[config.mk]
export PLATFORM = sky130hd
export DESIGN_NAME = booth_mul_sched
export DESIGN_NICKNAME = d
export VERILOG_FILES = /design/src/rtl/booth_mul_sched.sv
export SDC_FILE = /design/constraint.sdc
export NUM_CORES = 1
export LEC_CHECK = 0
export BUFFER_PORTS_ARGS = -buffer_cell sky130_fd_sc_hd__buf_2
export CAP_MARGIN = 10
export CELL_PAD_IN_SITES_DETAIL_PLACEMENT = 0
export CELL_PAD_IN_SITES_GLOBAL_PLACEMENT = 1
export CORE_MARGIN = 3
export CORE_UTILIZATION = 41
export CTS_CLUSTER_SIZE = 10
export DETAILED_ROUTE_END_ITERATION = 16
export PLACE_DENSITY = 0.84
export REMOVE_ABC_BUFFERS = 1
export SLEW_MARGIN = 40
export SYNTH_ARGS = -nofsm -noshare
export SYNTH_HDL_FRONTEND = slang
export SYNTH_SLANG_ARGS = --single-unit
[constraint.sdc]
create_clock -name clk -period 3.2 [get_ports clk]
set_input_delay 0.16 -clock clk [delete_from_list [all_inputs] [get_ports clk]]
set_output_delay 0.16 -clock clk [all_outputs]
set_load 0.02 [all_outputs]
[src/rtl/booth_mul_sched.sv]
// Shared sequential radix-2 Booth multiplier serving two requesters.
// Define BOOTH_SCHED_RR_EN for round-robin arbitration; otherwise requester 0 has fixed priority.
module booth_mul_sched #(
    parameter int W = 4
) (
    input  logic           clk,
    input  logic           rst_n,
    input  logic [1:0]     req,
    input  logic [W-1:0]   mcand0,
    input  logic [W-1:0]   mplier0,
    input  logic [W-1:0]   mcand1,
    input  logic [W-1:0]   mplier1,
    output logic [1:0]     gnt,
    output logic [1:0]     done,
    output logic [2*W-1:0] product,
    output logic           busy
);
    localparam logic [1:0] IDLE = 2'd0;
    localparam logic [1:0] RUN  = 2'd1;
    localparam logic [1:0] DONE = 2'd2;
    localparam int CW = $clog2(W) + 1;

    logic [1:0]     state;
    logic [CW-1:0]  cnt;
    logic           sel;
    logic [W:0]     mc;
    // {A[W:0], Q[W-1:0], Q_-1}
    logic [2*W+1:0] acc;
    logic [W:0]     sum;
    logic [2*W+1:0] acc_next;
    logic           pick;
    logic [W-1:0]   pick_mcand;
    logic [W-1:0]   pick_mplier;

`ifdef BOOTH_SCHED_RR_EN
    logic last;
    assign pick = (req == 2'b11) ? ~last : (req[1] & ~req[0]);
`else
    assign pick = ~req[0];
`endif

    assign pick_mcand  = pick ? mcand1  : mcand0;
    assign pick_mplier = pick ? mplier1 : mplier0;

    always_comb begin
        sum = acc[2*W+1:W+1];
        case (acc[1:0])
            2'b01:   sum = acc[2*W+1:W+1] + mc;
            2'b10:   sum = acc[2*W+1:W+1] - mc;
            default: sum = acc[2*W+1:W+1];
        endcase
        // arithmetic shift right of {sum, Q, Q_-1}
        acc_next = {sum[W], sum, acc[W:1]};
    end

    always_ff @(posedge clk or negedge rst_n) begin
        if (!rst_n) begin
            state   <= IDLE;
            gnt     <= 2'b00;
            done    <= 2'b00;
            busy    <= 1'b0;
            product <= '0;
            cnt     <= '0;
            sel     <= 1'b0;
            mc      <= '0;
            acc     <= '0;
`ifdef BOOTH_SCHED_RR_EN
            last    <= 1'b1;
`endif
        end else begin
            gnt  <= 2'b00;
            done <= 2'b00;
            case (state)
                IDLE: begin
                    if (req != 2'b00) begin
                        sel   <= pick;
                        mc    <= {pick_mcand[W-1], pick_mcand};
                        acc   <= {{(W+1){1'b0}}, pick_mplier, 1'b0};
                        gnt   <= pick ? 2'b10 : 2'b01;
                        busy  <= 1'b1;
                        cnt   <= '0;
                        state <= RUN;
`ifdef BOOTH_SCHED_RR_EN
                        last  <= pick;
`endif
                    end
                end
                RUN: begin
                    acc <= acc_next;
                    cnt <= cnt + 1'b1;
                    if (cnt == CW'(W-1)) begin
                        product <= acc_next[2*W:1];
                        done    <= sel ? 2'b10 : 2'b01;
                        state   <= DONE;
                    end
                end
                DONE: begin
                    busy  <= 1'b0;
                    state <= IDLE;
                end
                default: state <= IDLE;
            endcase
        end
    end
endmodule

==> run_results.csv <==
group,metric,value,unit
global_routing,grt_pass1_vias,1296,
logic_synthesis,ys.flop_type,"dfrtp_1",
clock_tree,hold_buffers,1,
floorplanning,floorplan.initialDensity,44.1,%
critical_path,cp_max_fo,5,
route,first_pass_iters,4,
logic_synthesis,yosys_warnings,0,
logic_synthesis,syn_area_per_cell,9.75,sq um
logic_synthesis,synth_enable_flop_cells,0,
clock_tree,worstSkewPairLatency,0.29,ns
placement,place_ws,0.811,ns
global_routing,antenna_found_initial,0,
layout,drive_gt1_share,23.3,%
logic_synthesis,yosys.area_share.simple,15.7,%
critical_path,cp-endpoint,"product[7]$_DFFE_PN0P_",
logic_synthesis,synth_area_leaders,"dfrtp_1 48%, ha_1 6.0%, nand2_1 5.8%, a21oi_1 4.2%, mux2i_1 3.0%",
placement,portBuffers,32,
clock_tree,htree_levels,2,
timing,maxSlewHeadroom,50.5,%
power,peakVddDrop,517,uV
clock_tree,cts_buffers,5,
placement,dp_hpwl,2.51,mm
run_status,status,"finished, final reports clean",
global_routing,grt_pass1_wl,6.02,mm
critical_path,endpoint_kind,"register",
logic_synthesis,synth_top_family_by_area,"simple AND/OR/NAND/NOR gates",
global_routing,grt.total_usage,15.4,%
logic_synthesis,synth_top_area_share,47.8,%
clock_tree,cts_resized,0,
power,total_power,2.42,mW
route,wl_per_cell,13.3,microns
timing,fin_ws,0.811,ns
global_routing,grt_max_degree,33,
power,power_density,1230,mW/mm^2
logic_synthesis,synthCells,172,
route,ant_nets,0,
timing,finalMaxSlewViolations,0,
floorplanning,fp.coreArea,0.00380,sq mm
clock_tree,numClockSinks,32,
timing,rsz0062_at_grt,"no",
route,viasPerCell,5.07,
logic_synthesis,yosysSeqAreaShare,47.8,%
clock_tree,root_buffer,"clkbuf_8",
floorplanning,die_w,69.9,microns
logic_synthesis,synth_cell_types,39,
timing,min_period,2.39,ns
timing,fin_skew,0.00349,ns
critical_path,cp_data_required_time,3.38,ns
critical_path,crit_start,"acc[0]$_DFFE_PN0P_",
layout,antenna_cells,0,
timing,hold_violations,0,
power,p_leak,0.965,nW
route,drc,0,
logic_synthesis,synth_area,0.00168,sq mm
logic_synthesis,synthAdderAreaFrac,7.16,%
logic_synthesis,synth_most_common_cell,"dfrtp_1",
layout,seqCellArea,801,sq um
route,vias,1287,
timing,finalSetupViolCount,0,
layout,fillCellCount,358,
global_routing,grt_overflow_total,0,
clock_tree,cts_buffer_depth,2,
critical_path,arrival,2.57,ns
critical_path,regToRegEndpoint,"product[7]$_DFFE_PN0P_",
layout,utilization,51.8,%
layout,fin_nets,234,
floorplanning,fp-row-count,22,
floorplanning,dieHeight,69.9,microns
timing,tns,0,ns
logic_synthesis,synth-compound-area-share,14.9,%
clock_tree,cts_tree,"built",
timing,hold-worst-slack,0.144,ns
logic_synthesis,synth_mux_area_share,6.34,%
critical_path,rrSetupSlack,0.81,ns
floorplanning,num_io_pins,33,
critical_path,r2r-start,"acc[0]$_DFFE_PN0P_",
timing,max_clock_freq,419,MHz
route,first_iter_violations,40,
logic_synthesis,synth.ff_latch_count,32,
worst_hold_path,worstHoldPathCells,3,
timing,timing.final.crit_share,74.7,%
critical_path,start_kind,"register",
logic_synthesis,yosys.area.top_type,"dfrtp_1",
clock_tree,cts_setup_buffers,0,
logic_synthesis,synth-xor-area-share,2.61,%
job,drv_cap,0,
worst_hold_path,hold_class,"in2reg",
layout,multi_input_area,783,sq um
placement,finalWeightedCongestion,0.779,
logic_synthesis,synthTopCellsByCount,"32 x dfrtp_1, 26 x nand2_1, 14 x a21oi_1, 11 x inv_1",
timing,worst_slew_pin_slew,0.737,ns
critical_path,path_class,"reg2reg",
route,wirelength,3.38,mm
floorplanning,die-area,0.00489,sq mm
critical_path,reg2reg_depth,9,
logic_synthesis,async_flop_share,100,%
clock_tree,path_clk_slew,0.07,ns
layout,synthToLayoutAreaGrowth,17.3,%
## how the worst min path moves through the flow
stage / from / end
after CTS: mcand1[2] / mc[2]$_DFFE_PN0P_
after global routing: mcand1[2] / mc[2]$_DFFE_PN0P_
after global placement: rst_n / acc[6]$_DFFE_PN0P_
after floorplan: rst_n / acc[0]$_DFFE_PN0P_
after detailed placement: rst_n / product[5]$_DFFE_PN0P_
final: mcand1[2] / mc[2]$_DFFE_PN0P_
## where the power goes
group / switching, mW / internal (mW) / leakage (nW)
Sequential: 0.146 / 0.593 / 0.396
Combinational: 0.732 / 0.562 / 0.516
Clock: 0.155 / 0.230 / 0.0541
## placed cells by master (no fill, tap or decap), types with 2 or more instances in the layout
| master | netlist | layout |
|---|---|---|
| dfrtp_1 | 32 | 32 |
| buf_2 | 3 | 32 |
| nand2_1 | 26 | 26 |
| a21oi_1 | 14 | 14 |
| inv_1 | 11 | 11 |
| nor2_1 | 10 | 10 |
| o21ai_1 | 10 | 10 |
| o21ai_0 | 8 | 8 |
| ha_1 | 8 | 8 |
| mux2i_1 | 5 | 5 |
| clkbuf_8 | 1 | 5 |
| nor3_1 | 3 | 3 |
| xnor2_1 | 3 | 3 |
| o31ai_1 | 3 | 3 |
| mux2_1 | 3 | 3 |
| nand3b_1 | 3 | 3 |
| nor2_2 | 2 | 2 |
| nor2b_1 | 2 | 2 |
| mux2_2 | 2 | 2 |
| and3_1 | 2 | 2 |
| nand3_1 | 2 | 2 |
| xor2_1 | 2 | 2 |
## routing by layer
| layer | track usage, % | wire length (microns) | vias to the layer above |
|---|---|---|---|
| met5 | 0 | 0 | - |
| met4 | 6.38 | 62 | 0 |
| met1 | 18.6 | 1520 | 615 |
| met3 | 4.89 | 122 | 7 |
| li1 | - | - | 648 |
| met2 | 25.2 | 1670 | 17 |
## through the flow
stage / std cells / cell area [sq um]
after global placement: 245 / 1850
after floorplan: 165 / 1630
final: 254 / 1970
after CTS: 254 / 1970
after detailed placement: 245 / 1850
after global routing: 254 / 1970
## critical path, cell delays in order, from the launching register on
cell,delay [ns]
dfrtp_1,0.36
inv_1,0.07
ha_1,0.24
mux2_2,0.39
fa_1,0.43
nand2b_1,0.17
a21oi_2,0.13
xnor2_1,0.20
mux2i_1,0.23
nand2_1,0.06
## layout make-up
| cell class | instances | share of cell area (%) |
|---|---|---|
| timing repair buffer | 33 | 8.65 |
| clock buffer | 5 | 3.50 |
| tap | 48 | 3.05 |
| clock inverter | 3 | 2.16 |
| sequential | 32 | 40.7 |
| inverter | 11 | 2.10 |
| multi-input combinational | 122 | 39.8 |
## kinds of logic (layout without fill, tap and decap cells)
kind of cell | after synthesis | after routing
buffers and inverters | 18 | 52
flip-flops | 32 | 32
AND/OR/NAND/NOR | 55 | 55
adder cells (fa/ha/maj) | 9 | 9
multiplexers | 10 | 10
XOR/XNOR | 5 | 5
AO/OA/AOI/OAI | 43 | 43
## sequential cells by signal, indices dropped and copies added (netlist names)
register	count
acc	9
product	8
busy	1
sel	1
gnt	2
done	2
state	2
cnt	3
mc	4
Power figures use the tool's default switching activity.
